==> config.mk <==
export PLATFORM = sky130hd
export DESIGN_NAME = wb_rr_arbiter_flat
export DESIGN_NICKNAME = d
export VERILOG_FILES = /design/src/rtl/wb_arb_pkg.sv /design/src/rtl/wb_rr_arbiter_if.sv /design/src/rtl/wb_rr_arb_pick.sv /design/src/rtl/wb_rr_arbiter.sv /design/src/flat_wrapper.sv
export SDC_FILE = /design/constraint.sdc
export NUM_CORES = 1
export LEC_CHECK = 0
export CELL_PAD_IN_SITES_DETAIL_PLACEMENT = 0
export CELL_PAD_IN_SITES_GLOBAL_PLACEMENT = 1
export CORE_MARGIN = 3
export CORE_UTILIZATION = 13
export DETAILED_ROUTE_END_ITERATION = 10
export GPL_TIMING_DRIVEN = 0
export PLACE_DENSITY = 0.94
export SYNTH_ARGS = -nofsm -noshare
export SYNTH_HDL_FRONTEND = slang
export SYNTH_HIERARCHICAL = 1
export SYNTH_SLANG_ARGS = --single-unit
==> constraint.sdc <==
create_clock -name clk -period 4.25 [get_ports clk]
set_clock_uncertainty 0.1 [all_clocks]
set_input_delay 1.0625 -clock clk [delete_from_list [all_inputs] [get_ports clk]]
set_output_delay 1.0625 -clock clk [all_outputs]
set_load 0.05 [all_outputs]
==> src/rtl/wb_arb_pkg.sv <==
// rtl/wb_arb_pkg.sv - shared types and index helpers for the round-robin Wishbone arbiter
package wb_arb_pkg;

  typedef enum logic {
    IDLE = 1'b0,
    BUSY = 1'b1
  } arb_state_e;

  localparam int unsigned MAX_MASTERS = 16;

  function automatic int unsigned idx_width(input int unsigned n);
    return (n > 1) ? $clog2(n) : 1;
  endfunction

  // Grants are one-hot, so OR-ing the indices of set bits yields the index
  function automatic logic [3:0] onehot_to_idx(input logic [MAX_MASTERS-1:0] oh);
    logic [3:0] idx;
    idx = '0;
    for (int i = 0; i < MAX_MASTERS; i++) begin
      if (oh[i]) idx = idx | 4'(i);
    end
    return idx;
  endfunction

endpackage

==> src/rtl/wb_rr_arbiter_if.sv <==
// rtl/wb_rr_arbiter_if.sv - packed N-master / 1-slave Wishbone bundle with arbiter, master and slave views
interface wb_rr_arbiter_if #(
  parameter int unsigned N_MASTERS     = 2,
  parameter int unsigned WB_ADDR_WIDTH = 32,
  parameter int unsigned WB_DATA_WIDTH = 32
);
  localparam int unsigned SW = WB_DATA_WIDTH / 8;

  logic [N_MASTERS-1:0]               m_cyc;
  logic [N_MASTERS-1:0]               m_stb;
  logic [N_MASTERS-1:0]               m_we;
  logic [N_MASTERS*WB_ADDR_WIDTH-1:0] m_adr;
  logic [N_MASTERS*WB_DATA_WIDTH-1:0] m_dat_w;
  logic [N_MASTERS*SW-1:0]            m_sel;
  logic [WB_DATA_WIDTH-1:0]           m_dat_r;
  logic [N_MASTERS-1:0]               m_ack;
  logic [N_MASTERS-1:0]               m_err;

  logic                               s_cyc;
  logic                               s_stb;
  logic                               s_we;
  logic [WB_ADDR_WIDTH-1:0]           s_adr;
  logic [WB_DATA_WIDTH-1:0]           s_dat_w;
  logic [SW-1:0]                      s_sel;
  logic [WB_DATA_WIDTH-1:0]           s_dat_r;
  logic                               s_ack;
  logic                               s_err;

  modport arb (
    input  m_cyc, m_stb, m_we, m_adr, m_dat_w, m_sel, s_dat_r, s_ack, s_err,
    output m_dat_r, m_ack, m_err, s_cyc, s_stb, s_we, s_adr, s_dat_w, s_sel
  );

  modport master (
    output m_cyc, m_stb, m_we, m_adr, m_dat_w, m_sel,
    input  m_dat_r, m_ack, m_err
  );

  modport slave (
    input  s_cyc, s_stb, s_we, s_adr, s_dat_w, s_sel,
    output s_dat_r, s_ack, s_err
  );

endinterface

==> src/rtl/wb_rr_arb_pick.sv <==
// rtl/wb_rr_arb_pick.sv - combinational round-robin pick: first requester strictly after ptr, wrapping
module wb_rr_arb_pick
  import wb_arb_pkg::*;
#(
  parameter int unsigned N  = 2,
  parameter int unsigned IW = idx_width(N)
) (
  input  logic [N-1:0]  req_i,
  input  logic [IW-1:0] ptr_i,
  output logic [N-1:0]  gnt_o,
  output logic [IW-1:0] idx_o,
  output logic          valid_o
);

  logic [IW-1:0] k;

  always_comb begin
    gnt_o   = '0;
    idx_o   = '0;
    valid_o = 1'b0;
    k       = '0;
    // Offset 1..N visits every master once, ending at ptr itself for the lone-requester case
    for (int unsigned i = 1; i <= N; i++) begin
      k = IW'((32'(ptr_i) + i) % N);
      if (!valid_o && req_i[k]) begin
        valid_o  = 1'b1;
        gnt_o[k] = 1'b1;
        idx_o    = k;
      end
    end
  end

endmodule

==> src/rtl/wb_rr_arbiter.sv <==
// rtl/wb_rr_arbiter.sv - N:1 Wishbone classic round-robin arbiter, grant held for the whole CYC
// Optional slave-response watchdog enabled by defining WB_ARB_TIMEOUT_EN.
module wb_rr_arbiter
  import wb_arb_pkg::*;
#(
  parameter int unsigned N_MASTERS     = 2,
  parameter int unsigned WB_ADDR_WIDTH = 32,
  parameter int unsigned WB_DATA_WIDTH = 32,
  parameter int unsigned TIMEOUT       = 256
) (
  input  logic                 clk,
  input  logic                 rstn,
  wb_rr_arbiter_if.arb         bus,
  output logic [N_MASTERS-1:0] gnt
);

  localparam int unsigned IW = idx_width(N_MASTERS);
  localparam int unsigned SW = WB_DATA_WIDTH / 8;

  arb_state_e           state_q;
  logic [N_MASTERS-1:0] gnt_q;
  logic [IW-1:0]        ptr_q;
  logic [IW-1:0]        gidx;
  logic                 active;
  logic                 timeout;

  logic [N_MASTERS-1:0] pick_gnt;
  logic [IW-1:0]        pick_idx;
  logic                 pick_valid;

  wb_rr_arb_pick #(
    .N  (N_MASTERS),
    .IW (IW)
  ) u_pick (
    .req_i   (bus.m_cyc),
    .ptr_i   (ptr_q),
    .gnt_o   (pick_gnt),
    .idx_o   (pick_idx),
    .valid_o (pick_valid)
  );

  assign gidx   = IW'(onehot_to_idx(16'(gnt_q)));
  // Reset gates the datapath immediately so an aborted master sees no response
  assign active = rstn && (gnt_q != '0);
  assign gnt    = gnt_q;

  always_ff @(posedge clk) begin
    if (!rstn) begin
      state_q <= IDLE;
      gnt_q   <= '0;
      ptr_q   <= IW'(N_MASTERS - 1);
    end else begin
      case (state_q)
        IDLE: begin
          if (pick_valid) begin
            gnt_q   <= pick_gnt;
            ptr_q   <= pick_idx;
            state_q <= BUSY;
          end
        end
        BUSY: begin
          if (!bus.m_cyc[gidx]) begin
            gnt_q   <= '0;
            state_q <= IDLE;
          end
        end
        default: begin
          gnt_q   <= '0;
          state_q <= IDLE;
        end
      endcase
    end
  end

`ifdef WB_ARB_TIMEOUT_EN
  localparam int unsigned TW = $clog2(TIMEOUT + 1);

  logic [TW-1:0] wd_cnt_q;

  assign timeout = active && (wd_cnt_q == TW'(TIMEOUT));

  always_ff @(posedge clk) begin
    if (!rstn || state_q == IDLE || bus.s_ack || bus.s_err || timeout) begin
      wd_cnt_q <= '0;
    end else if (bus.m_stb[gidx]) begin
      wd_cnt_q <= wd_cnt_q + 1'b1;
    end
  end
`else
  assign timeout = 1'b0;
`endif

  always_comb begin
    bus.s_cyc   = 1'b0;
    bus.s_stb   = 1'b0;
    bus.s_we    = 1'b0;
    bus.s_adr   = '0;
    bus.s_dat_w = '0;
    bus.s_sel   = '0;
    bus.m_ack   = '0;
    bus.m_err   = '0;
    if (active) begin
      bus.s_cyc       = bus.m_cyc[gidx];
      bus.s_stb       = bus.m_stb[gidx] & ~timeout;
      bus.s_we        = bus.m_we[gidx];
      bus.s_adr       = bus.m_adr[gidx*WB_ADDR_WIDTH +: WB_ADDR_WIDTH];
      bus.s_dat_w     = bus.m_dat_w[gidx*WB_DATA_WIDTH +: WB_DATA_WIDTH];
      bus.s_sel       = bus.m_sel[gidx*SW +: SW];
      bus.m_ack[gidx] = bus.s_ack;
      bus.m_err[gidx] = bus.s_err | timeout;
    end
  end

  assign bus.m_dat_r = bus.s_dat_r;

endmodule

==> src/flat_wrapper.sv <==
// flat-port wrapper written by rule: the top's interface ports become plain ports
module wb_rr_arbiter_flat import wb_arb_pkg::*;
#(
  parameter int unsigned N_MASTERS     = 2,
  parameter int unsigned WB_ADDR_WIDTH = 32,
  parameter int unsigned WB_DATA_WIDTH = 32,
  parameter int unsigned TIMEOUT       = 256
)
  (clk, rstn, gnt, bus_m_cyc, bus_m_stb, bus_m_we, bus_m_adr, bus_m_dat_w, bus_m_sel, bus_s_dat_r, bus_s_ack, bus_s_err, bus_m_dat_r, bus_m_ack, bus_m_err, bus_s_cyc, bus_s_stb, bus_s_we, bus_s_adr, bus_s_dat_w, bus_s_sel);
  wb_rr_arbiter_if #(.N_MASTERS(N_MASTERS), .WB_ADDR_WIDTH(WB_ADDR_WIDTH), .WB_DATA_WIDTH(WB_DATA_WIDTH)) bus_i ();
  input  logic clk;
  input  logic rstn;
  output logic [N_MASTERS-1:0] gnt;
  input wire logic [$bits(bus_i.m_cyc)-1:0] bus_m_cyc;
  input wire logic [$bits(bus_i.m_stb)-1:0] bus_m_stb;
  input wire logic [$bits(bus_i.m_we)-1:0] bus_m_we;
  input wire logic [$bits(bus_i.m_adr)-1:0] bus_m_adr;
  input wire logic [$bits(bus_i.m_dat_w)-1:0] bus_m_dat_w;
  input wire logic [$bits(bus_i.m_sel)-1:0] bus_m_sel;
  input wire logic [$bits(bus_i.s_dat_r)-1:0] bus_s_dat_r;
  input wire logic [$bits(bus_i.s_ack)-1:0] bus_s_ack;
  input wire logic [$bits(bus_i.s_err)-1:0] bus_s_err;
  output wire logic [$bits(bus_i.m_dat_r)-1:0] bus_m_dat_r;
  output wire logic [$bits(bus_i.m_ack)-1:0] bus_m_ack;
  output wire logic [$bits(bus_i.m_err)-1:0] bus_m_err;
  output wire logic [$bits(bus_i.s_cyc)-1:0] bus_s_cyc;
  output wire logic [$bits(bus_i.s_stb)-1:0] bus_s_stb;
  output wire logic [$bits(bus_i.s_we)-1:0] bus_s_we;
  output wire logic [$bits(bus_i.s_adr)-1:0] bus_s_adr;
  output wire logic [$bits(bus_i.s_dat_w)-1:0] bus_s_dat_w;
  output wire logic [$bits(bus_i.s_sel)-1:0] bus_s_sel;
  assign bus_i.m_cyc = bus_m_cyc;
  assign bus_i.m_stb = bus_m_stb;
  assign bus_i.m_we = bus_m_we;
  assign bus_i.m_adr = bus_m_adr;
  assign bus_i.m_dat_w = bus_m_dat_w;
  assign bus_i.m_sel = bus_m_sel;
  assign bus_i.s_dat_r = bus_s_dat_r;
  assign bus_i.s_ack = bus_s_ack;
  assign bus_i.s_err = bus_s_err;
  assign bus_m_dat_r = bus_i.m_dat_r;
  assign bus_m_ack = bus_i.m_ack;
  assign bus_m_err = bus_i.m_err;
  assign bus_s_cyc = bus_i.s_cyc;
  assign bus_s_stb = bus_i.s_stb;
  assign bus_s_we = bus_i.s_we;
  assign bus_s_adr = bus_i.s_adr;
  assign bus_s_dat_w = bus_i.s_dat_w;
  assign bus_s_sel = bus_i.s_sel;
  wb_rr_arbiter #(.N_MASTERS(N_MASTERS), .WB_ADDR_WIDTH(WB_ADDR_WIDTH), .WB_DATA_WIDTH(WB_DATA_WIDTH), .TIMEOUT(TIMEOUT)) u_core (.clk(clk), .rstn(rstn), .bus(bus_i), .gnt(gnt));
endmodule
; After elaboration in Yosys (flattened, before gate mapping)
; Cells that the tools add are included.
[word_totals]
regBits = 4
in_bits = 178
out_inout_bits = 109
elab_cells = 66
[classes]
addsub = 2
n_lt_le_gt_ge = 6
n_eq_ne = 2
shift = 3
mux = 37
n_bitwise = 4
n_reduce_logical = 9
[ops]
columns = op, n
row1 = indexed part select 64 x 7 -> 32 bit, 2
row2 = two-way mux 32 bit, 2
row3 = two-way mux 1 bit, 23
row4 = two-way mux 2 bit, 6
row5 = indexed part select 8 x 4 -> 4 bit, 1
row6 = "< comparator 1 x 2 -> 1 bit, second input constant", 3
row7 = logical AND 1 bit, 5
row8 = AND 2 bit, 2
row9 = two-way mux 4 bit, 1
row10 = case mux 2 bit (2 select lines), 1
row11 = AND reduction 2 bit, 2
row12 = demux 1 bit (select 1 bit), 3
row13 = ">= comparator 1 bit, second input constant", 3
row14 = "adder 1 bit, second input constant", 2
row15 = "!= test 2 x 1 -> 1 bit, second input constant", 1
row16 = "!= test 2 bit, second input constant", 1
row17 = bitwise OR 2 bit, 1
row18 = case mux 1 bit (2 select lines), 1
row19 = nonzero test 2 bit, 1
row20 = zero test 1 bit, 1
row21 = inverter 1 bit, 1

; Logic depth before layout (Yosys ltp)
; Gate-level depths: netlist (run 1).
[logic_depth]
word_depth = 10
ltp_mapped = 5
mapped_depth_nobuf = 4

; Modules after synthesis
; Netlist (run 1), hierarchy kept.
[modules_own_cells]
columns = mod, n_inst, cells_each, area_each_um2, seq_area_each_um2
row1 = wb_rr_arbiter, 1, 215, 1595.3, 80.1
row2 = wb_rr_arb_pick, 1, 5, 32.5, 0.0

; Worst setup path after synthesis (run 1)
; No wires, ideal clock.
[synth_path]
kind = input-to-output
from = input port rstn
to = output port bus_m_ack[0]
t_arrival_ns = 2.535
t_required_ns = 3.088
setup_slack_ns = 0.552
cell_stages = 3
n_path_buf = 1
path_cell_list = buf_2 -> o21ai_4 -> nor3b_1
[synth_via]
elab_chain_cells = 2
[synth_lines]
columns = element, line_no
row1 = start: declaration, flat_wrapper.sv:12  ; input logic rstn;
row2 = logical AND 1 bit, wb_rr_arbiter.sv:44  ; assign active = rstn && (gnt_q != '0);
row3 = two-way mux 2 bit, wb_rr_arbiter.sv:102  ; if (active) begin
row4 = end: declaration, flat_wrapper.sv:24  ; output wire logic [$bits(bus_i.m_ack)-1:0] bus_m_ack;
; Every way passes these cells.

; Final worst setup path (run 1)
[layout_path]
from = input port bus_m_cyc[1]
to = output port bus_s_cyc
[layout_via]
elab_chain_cells = 3
[layout_lines]
columns = element, line_no
row1 = start: declaration, flat_wrapper.sv:14  ; input wire logic [$bits(bus_i.m_cyc)-1:0] bus_m_cyc;
row2 = two-way mux 1 bit (implied by the code) (2 in a row), wb_rr_arbiter.sv:103  ; bus.s_cyc = bus.m_cyc[gidx];
row3 = two-way mux 1 bit, wb_rr_arbiter.sv:102
row4 = end: declaration, flat_wrapper.sv:26  ; output wire logic [$bits(bus_i.s_cyc)-1:0] bus_s_cyc;
; Every way passes these cells. The select of a mux whose other input is x is not followed.

==> metrics.md, run 1 <==
| Metric | Value |
|---|---|
| Vias | 2471 |
| Maximum clock path buffer count | 2 |
| Number of clock buffers inserted by TritonCTS | 3 |
| Slew of the pin with the lowest slew margin | 0.540 ns |
| Cells along the critical path | clkdlybuf4s50_1 -> mux2i_1 -> nor2_1 -> clkdlybuf4s50_1 |
| H-tree Lvls | 1 |
| Clock-pin slew on the worst setup and hold paths | 0.03 ns |
| TNS Setup | 0 ns |
| Total setup buffers inserted after CTS | 0 |
| Synth Warn # | 6 |
| Hold path endpoint | u_core/state_q |
| Syn-to-layout area delta | 173% |
| Cell taking the most area after synthesis | mux2i_1 |
| Crit path max fanout | 6 |
| Combinational power share | 74.1% |
| Layout cells sized above 1 | 11.3% |
| Final HPWL DP | 7600 um |
| Starting DRT DRC Count | 54 |
| P_int | 0.000427 W |
| Clk_lat worst skew | 0.22 ns |
| Most Frequent Cell on Critical Path | clkdlybuf4s50_1 |
| Synthesized flop and latch total | 4 |
| Fin util | 36.7% |
| Worst VDD drop | 0.170 mV |
| Worst hold stages | 1 |
| Die area | 13900 sq um |
| Global route overflow | 0 |
| Router iterations before antenna repair | 4 |
| Synth Cell Area | 1630 sq um |
| Synth unique cells | 20 |
| Worst reg2reg path depth | 4 |
| Initial Util | 13.4% |
| Root Driver | clkbuf_16 |
| Die Y | 118 um |
| Main synth FF type | dfxtp_1 |
| Synth top area share | 44.3% |
| CP endpoint kind | output port |
| Post-cts gate resize count | 0 |
| Max-Cap Viols | 0 |
| Antenna violations before repair | 0 |
| Commonest cells post-synth | 72 x mux2i_1, 72 x nor2_1, 35 x buf_4 |
| GP Congestion | 0.789 |
| Number of enable flip-flop cells after synthesis | 0 |
| PD cells | 164 nW/um^2 |
| Dominant cells by area after synthesis | mux2i_1 44%, nor2_1 17%, buf_4 16% |
| Switching Power | 0.000303 W |
| Number of I/O port buffers | 253 |
| Lkg Pwr | 1.61 nW |
| Register area | 80.1 sq um |
| # setup viols final | 0 |
| IO Pins | 287 |
| Die Span X | 118 um |
| Total wire length | 8850 um |
| RSZ-0062 raised after global routing | false |
| CP delay by family, top | buffers and inverters |
| Required time worst endpoint | 3.09 ns |
| Synth Instances | 220 |
| Run status | completed |
| Antenna violation net count after detailed routing | 0 |
| CTS sink cnt | 4 |
| Global-route wire length before repair | 13200 um |
| Startpoint Class | primary input |
| Worst Hold Margin | 0.404 ns |
| Vias/cell | 3.84 |
| Mapped Nets | 398 |
| Sequential Power Share | 6.1% |
| CP Buf/Inv Count | 2 |
| Wire per inst | 13.7 um |
| Hold WC Path Type | flip-flop to flip-flop |
| Post-CTS Hold Buffers | 0 |
| Nets@finish | 656 |
| Vias in the first global route | 2515 |
| R2R Path Start | u_core/gnt[1] |
| Final slew viol count | 0 |
| Area of the multi-input gates | 1120 sq um |
| Worst reg2reg path endpoint | u_core/gnt[0] |
| Antenna cells | 0 |
| Fin. Hold Viols | 0 |
| CP max stage cell | clkdlybuf4s50_1 |
| Core Area | 12100 sq um |
| Ys async rst share | 0% |
| Net Sw Frac | 41.5% |
| Arrival @ worst endpoint | 2.71 ns |
| Final critical-path share of the clock period | 91.2% |
| Setup slack, reg-to-reg | 2.93 ns |
| Avg Cell Area, Syn | 7.40 sq um |
| Max Clk Rate | 258 MHz |
| GRT Overall Usage | 11.5% |
| Slowest Stage Delay on Critical Path | 0.82 ns |
| Tmin final | 3.88 ns |
| CTS tree | done |
| Row cnt | 40 |
| WS Path Type | primary input to output port |
| FILL cells | 1249 |
| Sequential area share after synthesis | 4.92% |
| Hold Path Origin | u_core/state_q |
| Largest net degree at the start of global routing | 11 |
| Worst slew margin | 63.9% |
| Clock network power share | 19.8% |
| DRC viols | 0 |
power by group through the flow:
stage,combinational (W),clock (W),sequential (W)
final,0.000541,0.000145,0.0000444
after global routing,0.000567,0.000149,0.0000449
after CTS,0.000545,0.000147,0.0000443
after detailed placement,0.000542,0,0.0000447
after global placement,0.000537,0,0.0000445
after floorplan,0.000295,0,0.0000465
metal layers:
layer,vias to the layer above,routed length (um),track usage [%]
met3,7,703,2.40
met4,0,46,1.61
met2,147,4670,22.0
met1,1103,3430,13.3
met5,-,0,0
li1,1214,-,-
cells by family after synthesis:
kind of cell / after synthesis / synth area share, %
AO/OA/AOI/OAI: 9 / 4.07
buffers and inverters: 51 / 26.0
flip-flops: 4 / 4.92
multiplexers: 72 / 44.3
AND/OR/NAND/NOR: 84 / 20.8
per-stage QoR:
stage               std cells  cell area, sq um  power, W  setup slack [ns]
CTS                       644              4450  0.000737             0.378
detailed placement        641              4370  0.000587             0.378
finish                    644              4450  0.000730             0.374
floorplan                 220              1630  0.000341             0.552
global route              644              4450  0.000761             0.276
global placement          641              4370  0.000582             0.387
layout by cell type (no fill, tap or decap), drive strengths merged:
master and count:
inv 1, nor2 72, nand3 4, dfxtp 4
or2 1, nor2b 1, o21ai 3, clkdlybuf4s50 253
and3 2, a21boi 3, o211ai 1, mux2i 72
a21oi 2, clkbuf 3, nand2 2, nor3b 2
buf 50
worst register-to-register path, stage by stage (launching register included):
cell	delay, ns
dfxtp_1	0.33
buf_6	0.14
buf_12	0.17
mux2i_1	0.32
o211ai_1	0.13
how the worst max path moves through the flow:
| stage | start | to | slack [ns] | cells past startpoint |
|---|---|---|---|---|
| 2_1_floorplan | rstn | bus_m_ack[0] | 0.55 | 3 |
| 3_3_place_gp | rstn | bus_s_adr[31] | 0.39 | 5 |
| 3_5_place_dp | rstn | bus_s_adr[31] | 0.38 | 5 |
| 4_1_cts | rstn | bus_s_adr[31] | 0.38 | 5 |
| 5_1_grt | bus_m_cyc[1] | bus_s_cyc | 0.28 | 4 |
| 6_report | bus_m_cyc[1] | bus_s_cyc | 0.37 | 4 |
sequential cells by signal (all words and copies together), names as in the netlist:
| signal | count |
|---|---|
| u_core/gnt | 2 |
| u_core/state_q | 1 |
| u_core/ptr_q | 1 |
cell type report:
cell class                      instances  share of cell area (%)
Inverter                                1                  0.0844
Multi-Input combinational cell        165                    25.3
Clock buffer                            3                    1.69
Timing Repair Buffer                  253                    57.0
Buffer                                 50                    9.43
Tap cell                              168                    4.73
Sequential cell                         4                    1.80
No activity file was read; power rests on OpenSTA's default activity.
==> run 2, diff against run 1 <==
CORE_UTILIZATION = 12   (was 13)
PLACE_DENSITY = 0.9   (was 0.94)
SYNTH_HIERARCHICAL = unset   (was 1)
==> run 2 against run 1 <==
- sequential power about the same
- critical endpoint is now bus_m_err[0]
- highest routed layer unchanged
- largest cell class unchanged
- first-iteration DRC count fell by 50%
- hold slack improved by 0.028 ns
==> metrics.md, run 2 <==
| Metric | Value |
|---|---|
| Synth Warn # | 0 (was 6) |
| Total setup buffers inserted after CTS | 0 (unchanged) |
| Slew of the pin with the lowest slew margin | 0.553 ns (was 0.540 ns) |
| Sequential area share after synthesis | 5.05% (was 4.92%) |
| Hold WC Path Type | flip-flop to flip-flop (unchanged) |
| Most Frequent Cell on Critical Path | clkdlybuf4s50_1 (unchanged) |
| PD cells | 176 nW/um^2 (was 164 nW/um^2) |
| Clk_lat worst skew | 0.23 ns (was 0.22 ns) |
| CP endpoint kind | output port (unchanged) |
| CP delay by family, top | buffers and inverters (unchanged) |
| Synth unique cells | 19 (was 20) |
| Avg Cell Area, Syn | 7.31 sq um (was 7.40 sq um) |
| Final HPWL DP | 7880 um (was 7600 um) |
| Root Driver | clkbuf_16 (unchanged) |
| Final slew viol count | 0 (unchanged) |
| Worst VDD drop | 0.193 mV (was 0.170 mV) |
| Run status | completed (unchanged) |
| Setup slack, reg-to-reg | 2.94 ns (was 2.93 ns) |
| CP max stage cell | clkdlybuf4s50_1 (unchanged) |
| Vias in the first global route | 2506 (was 2515) |
| CP Buf/Inv Count | 2 (unchanged) |
| Commonest cells post-synth | 72 x nor2_1, 71 x mux2i_1, 35 x buf_4 (was 72 x mux2i_1, 72 x nor2_1, 35 x buf_4) |
| Wire per inst | 13.7 um (about the same) |
| CP endpoint | bus_m_err[0] (was bus_s_cyc) |
| Vias/cell | 3.79 (was 3.84) |
| Main synth FF type | dfxtp_1 (unchanged) |
| Synth Area in Compound Gates | 3.31% (was 4.07%) |
| Synth Area in Adders | 0% (unchanged) |
| Xor and xnor area share after synthesis | 0% (unchanged) |
| Synthesized flop and latch total | 4 (unchanged) |
| Antenna violation net count after detailed routing | 0 (unchanged) |
| CP startpoint | rstn (was bus_m_cyc[1]) |
| GRT Overall Usage | 10.6% (was 11.5%) |
| Startpoint Class | primary input (unchanged) |
| R2R Path Start | u_core.gnt[1] (was u_core/gnt[1]) |
| Starting DRT DRC Count | 27 (was 54) |
| Fin. Hold Viols | 0 (unchanged) |
| Cell taking the most area after synthesis | mux2i_1 (unchanged) |
| Max reg flops | 2 (unchanged) |
| DRC viols | 0 (unchanged) |
| Synth top area share | 44.8% (was 44.3%) |
| Largest family of logic cells by synthesized area | multiplexers (unchanged) |
| Antenna violations before repair | 0 (unchanged) |
| H-tree Lvls | 1 (unchanged) |
| IO Pins | 287 (unchanged) |
| Most common cell after layout, fill and taps aside | clkdlybuf4s50_1 (unchanged) |
| Global route overflow | 0 (unchanged) |
| Worst reg2reg path endpoint | u_core.gnt[0] (was u_core/gnt[0]) |
| Slowest Stage Delay on Critical Path | 0.83 ns (was 0.82 ns) |
| Count leader, synth | nor2_1 |
| Synth Instances | 217 (was 220) |
| Arrival @ worst endpoint | 2.95 ns (was 2.71 ns) |
| Die Span X | 121 um (was 118 um) |
| Mapped Nets | 395 (was 398) |
| Final setup margin | 0.141 ns (was 0.374 ns) |
| Multiplexer share of the synthesized area | 44.8% (was 44.3%) |
| Max Clk Rate | 243 MHz (was 258 MHz) |
| # setup viols final | 0 (unchanged) |
| Max-Cap Viols | 0 (unchanged) |
| Worst reg2reg path depth | 4 (unchanged) |
| Simple-gate area share of the yosys netlist | 22.0% (was 20.8%) |
| Number of stages on the worst setup path | 4 (unchanged) |
| Number of I/O port buffers | 254 (was 253) |
| Layout cells sized above 1 | 11.2% (was 11.3%) |
| Crit path max fanout | 10 (was 6) |
| Die Y | 121 um (was 118 um) |
| Maximum clock path buffer count | 2 (unchanged) |
| Final cell count without fillers | 646 (was 644) |
| CTS sink cnt | 4 (unchanged) |
| CTS tree | done (unchanged) |
| Die area | 14600 sq um (was 13900 sq um) |
| Number of clock buffers inserted by TritonCTS | 3 (unchanged) |
| Nets@finish | 654 (was 656) |
| Total wire length | 8870 um (was 8850 um) |
| RSZ-0062 raised after global routing | false (unchanged) |
| Initial Util | 12.4% (was 13.4%) |
| Leading cell types in the layout, fill and taps excluded | 183 x clkdlybuf4s50_1, 72 x nor2_1, 71 x mux2i_1, 60 x dlygate4sd2_1, 35 x buf_4 (was 253 x clkdlybuf4s50_1, 72 x mux2i_1, 72 x nor2_1, 35 x buf_4, 9 x buf_2) |
| Tmin final | 4.11 ns (was 3.88 ns) |
| Row cnt | 41 (was 40) |
| Router iterations before antenna repair | 4 (unchanged) |
| Syn-to-layout area delta | 176% (was 173%) |
| Clock-pin slew on the worst setup and hold paths | 0.03 ns (about the same) |
| Final critical-path share of the clock period | 96.7% (was 91.2%) |
| Vias | 2450 (was 2471) |
| Largest net degree at the start of global routing | 11 (unchanged) |
| Worst slew margin | 63.2% (was 63.9%) |
| Dominant cells by area after synthesis | mux2i_1 45%, nor2_1 17%, buf_4 17% (was mux2i_1 44%, nor2_1 17%, buf_4 16%) |
| Core Area | 12800 sq um (was 12100 sq um) |
| Synth Cell Area | 1590 sq um (was 1630 sq um) |
| Required time worst endpoint | 3.09 ns (about the same) |
| Pre-CTS setup slack | -0.146 ns (was 0.378 ns) |
| Lkg Pwr | 2.09 nW (was 1.61 nW) |
| GP Congestion | 0.708 (was 0.789) |
| Number of enable flip-flop cells after synthesis | 0 (unchanged) |
| WS Path Type | primary input to output port (unchanged) |
| Cells along the critical path | clkdlybuf4s50_1 -> o21ai_4 -> nor3b_1 -> clkdlybuf4s50_1 (was clkdlybuf4s50_1 -> mux2i_1 -> nor2_1 -> clkdlybuf4s50_1) |
| Placed Instances | 643 (was 641) |
| Ys async rst share | 0% (unchanged) |
| Global-route wire length before repair | 12600 um (was 13200 um) |
| Antenna cells | 0 (unchanged) |
==> run 2: worst min-delay path by stage <==
stage	start	end	slack [ns]	cells past startpoint
after floorplan	u_core.state_q	u_core.state_q	0.37	1
after global placement	u_core.state_q	u_core.state_q	0.39	1
after detailed placement	u_core.ptr_q	u_core.ptr_q	0.43	2
after CTS	u_core.ptr_q	u_core.ptr_q	0.44	2
after global routing	u_core.ptr_q	u_core.ptr_q	0.49	2
final	u_core.ptr_q	u_core.ptr_q	0.43	2
==> run 2: per-stage QoR <==
step                instance area, sq um  utilization (%)  TNS (ns)  total power [W]  hold WS [ns]
global placement                    4340             34.0    -0.624         0.000641         0.392
detailed placement                  4340             34.0     -1.66         0.000648         0.431
floorplan                           1590                -         0         0.000381         0.373
finish                              4370             34.2         0         0.000768         0.432
CTS                                 4340             34.0         0         0.000778         0.438
global route                        4370             34.2         0         0.000800         0.489
==> run 2: report_power, final <==
part / leakage (nW) / switching [W] / internal, W
Clock: 0.0370 / 0.0000281 / 0.000120
Combinational: 2.02 / 0.000312 / 0.000264
Sequential: 0.0332 / 0.00000342 / 0.0000410
Total: 2.09 / 0.000343 / 0.000425
==> run 2: worst reg2reg max path, stage by stage, from the launching register on <==
cell and delay, ns:
dfxtp_1 0.32, buf_4 0.16, mux2i_1 0.29, nor2_1 0.08, o31a_1 0.24
==> run 2: layout make-up <==
type | count | area, sq um
buffer | 49 | 389
inverter | 1 | 3.75
sequential | 4 | 80.1
fill | 1341 | 8400
tap | 172 | 215
clock buffer | 3 | 75.1
multi-input combinational | 163 | 1110
timing repair buffer | 254 | 2490
==> run 2: metal layers <==
layer	up-vias	wire length [um]	GRT usage, %	share of wire [%]
li1	1214	-	-	-
met1	1082	3020	11.0	34
met2	149	4810	21.4	54
met3	5	1000	2.80	11
met4	0	36	1.35	0.41
met5	-	0	0	0
==> run 2: cells by family after synthesis <==
logic type	after synthesis
simple gates	85
mux	71
buf+inv	50
compound gates	7
flops	4
==> run 2: timing repair <==
action                                  CTS  global route
endpoints found under the setup margin   60            11
resized for setup                        60            11
hold buffers                              0             0
==> run 3, diff against run 2 <==
CORE_UTILIZATION = 10   (was 12)
PLACE_DENSITY = 0.8   (was 0.9)
clock period = 3.6 ns   (was 4.25 ns; I/O delays follow)
==> run 3 against run 2 <==
- power grew 20%
- setup slack gained 0.12 ns
- core utilization shrank 4.7 points
- die area grew 19%
- routed wire length grew 1.5%
- count of clock-buffer cells in the layout is the same
- global-route usage shrank 1.2 points
- final area grew 3.9%
- critical path type unchanged
- critical endpoint is now bus_m_err[1]
- largest cell class unchanged
==> metrics.md, run 3 (same netlist as run 2, synthesis figures left out) <==
| Metric | Value |
|---|---|
| Final HPWL DP | 7810 um (was 7880 um) |
| Sequential Power Share | 5.7% (was 5.8%) |
| H-tree Lvls | 1 (unchanged) |
| Max-Cap Viols | 0 (unchanged) |
| Number of I/O port buffers | 254 (unchanged) |
| Run status | completed (unchanged) |
| Slew of the pin with the lowest slew margin | 0.522 ns (was 0.553 ns) |
| Die area | 17400 sq um (was 14600 sq um) |
| Die Span X | 132 um (was 121 um) |
| Maximum clock path buffer count | 2 (unchanged) |
| Combinational power share | 75.3% (was 74.9%) |
| Post-CTS Hold Buffers | 0 (unchanged) |
| Nets@finish | 654 (unchanged) |
| Clock network power share | 19.0% (was 19.3%) |
| Global route overflow | 0 (unchanged) |
| Vias | 2442 (was 2450) |
| Syn-to-layout area delta | 186% (was 176%) |
| P_int | 0.000513 W (was 0.000425 W) |
| Hold WC Path Type | flip-flop to flip-flop (unchanged) |
| Worst reg2reg path depth | 4 (unchanged) |
| WS Path Type | primary input to output port (unchanged) |
| GRT Overall Usage | 9.37% (was 10.6%) |
| CP endpoint kind | output port (unchanged) |
| Antenna violation net count after detailed routing | 0 (unchanged) |
| Leading cell types in the layout, fill and taps excluded | 180 x clkdlybuf4s50_1, 72 x nor2_1, 71 x mux2i_1, 67 x clkdlybuf4s15_2, 35 x buf_4 (was 183 x clkdlybuf4s50_1, 72 x nor2_1, 71 x mux2i_1, 60 x dlygate4sd2_1, 35 x buf_4) |
| Max Clk Rate | 299 MHz |
| Final critical-path share of the clock period | 92.8% |
| Number of clock buffers inserted by TritonCTS | 3 (unchanged) |
| Total wire length | 9000 um (was 8870 um) |
| Total setup buffers inserted after CTS | 0 (unchanged) |
| Lkg Pwr | 1.69 nW (was 2.09 nW) |
| Die Y | 132 um (was 121 um) |
| TNS Setup | 0 ns (unchanged) |
| DRC viols | 0 (unchanged) |
| PD cells | 202 nW/um^2 (was 176 nW/um^2) |
| Layout cells sized above 1 | 25.9% (was 11.2%) |
| Global-route wire length before repair | 13500 um (was 12600 um) |
| Net Sw Frac | 44.2% (was 44.7%) |
| Pre-CTS setup slack | -0.417 ns (was -0.146 ns) |
| GP Congestion | 0.760 (was 0.708) |
| Fin util | 29.5% (was 34.2%) |
| IO Pins | 287 (unchanged) |
| Core Area | 15400 sq um (was 12800 sq um) |
| Final slew viol count | 0 (unchanged) |
| Switching Power | 0.000406 W (was 0.000343 W) |
| Router iterations before antenna repair | 4 (unchanged) |
| Startpoint Class | primary input (unchanged) |
| Wire per inst | 13.1 um (was 13.7 um) |
| Largest net degree at the start of global routing | 11 (unchanged) |
| Tmin final | 3.34 ns |
| Required time worst endpoint | 2.60 ns (was 3.09 ns) |
| Root Driver | clkbuf_16 (unchanged) |
| Worst VDD drop | 0.207 mV (was 0.193 mV) |
| CTS tree | done (unchanged) |
| Fin. Hold Viols | 0 (unchanged) |
| Worst hold stages | 1 (was 2) |
| Initial Util | 10.3% (was 12.4%) |
| Antenna violations before repair | 0 (unchanged) |
| Row cnt | 45 (was 41) |
| Most common cell after layout, fill and taps aside | clkdlybuf4s50_1 (unchanged) |
| Vias in the first global route | 2576 (was 2506) |
| Final cell count without fillers | 685 (was 646) |
| Arrival @ worst endpoint | 2.34 ns (was 2.95 ns) |
| Starting DRT DRC Count | 54 (was 27) |
| # setup viols final | 0 (unchanged) |
| Crit path max fanout | 2 (was 10) |
| Placed Instances | 682 (was 643) |
| Final setup margin | 0.259 ns (was 0.141 ns) |
| RSZ-0062 raised after global routing | false (unchanged) |
| CTS sink cnt | 4 (unchanged) |
| Max reg flops | 2 (unchanged) |
| Worst slew margin | 65.1% (was 63.2%) |
| Clk_lat worst skew | 0.22 ns (was 0.23 ns) |
| Antenna cells | 0 (unchanged) |
| Vias/cell | 3.56 (was 3.79) |
| Clock-pin slew on the worst setup and hold paths | 0.03 ns (about the same) |
-- run 3: final timing paths --
check	start	endpoint	slack [ns]
worst max-delay path	bus_s_err	bus_m_err[1]	0.26
worst min-delay path	u_core.state_q	u_core.state_q	0.41
worst max register to register	u_core.gnt[1]	u_core.gnt[0]	2.26
worst min register to register	u_core.state_q	u_core.state_q	0.41
-- run 3: worst max-delay path: stages --
cell and delay (ns):
clkdlybuf4s50_1 0.47, and3_1 0.16, clkdlybuf4s50_1 0.81
-- run 3: routing by layer --
metal  GRT usage, %  up-vias  share of wire (%)
met4          0.525        0               0.21
met1           10.1     1084                 36
met5              0        -                  0
li1               -     1208                  -
met3           1.79        4                7.8
met2           19.4      146                 56
-- run 3: metrics by stage --
stage | area, sq um | power (W) | hold slack [ns]
after CTS | 4550 | 0.000930 | 0.413
after global placement | 4390 | 0.000759 | 0.393
after floorplan | 1590 | 0.000450 | 0.373
after global routing | 4540 | 0.000962 | 0.463
final | 4540 | 0.000919 | 0.414
after detailed placement | 4390 | 0.000766 | 0.408
-- run 3: power groups by stage --
| stage | Combinational, W | Clock (W) | Sequential (W) |
|---|---|---|---|
| final | 0.000692 | 0.000174 | 0.0000525 |
| after global placement | 0.000707 | 0 | 0.0000527 |
| after global routing | 0.000729 | 0.000181 | 0.0000531 |
| after floorplan | 0.000394 | 0 | 0.0000553 |
| after CTS | 0.000703 | 0.000175 | 0.0000526 |
| after detailed placement | 0.000712 | 0 | 0.0000532 |
-- run 3: repair_timing --
| action | 4_1_cts | 5_1_grt |
|---|---|---|
| resized for setup | 213 | 6 |
| cloned | 0 | 0 |
| pin swaps | 0 | 0 |
| endpoints found under the setup margin | 73 | 22 |
-- run 3: area by class of cell --
class,count,area (sq um)
Buffer,49,389
Clock buffer,3,75.1
Fill cell,1646,10800
Inverter,1,3.75
Multi-Input combinational cell,163,1110
Sequential cell,4,80.1
Tap cell,211,264
Timing Repair Buffer,254,2620
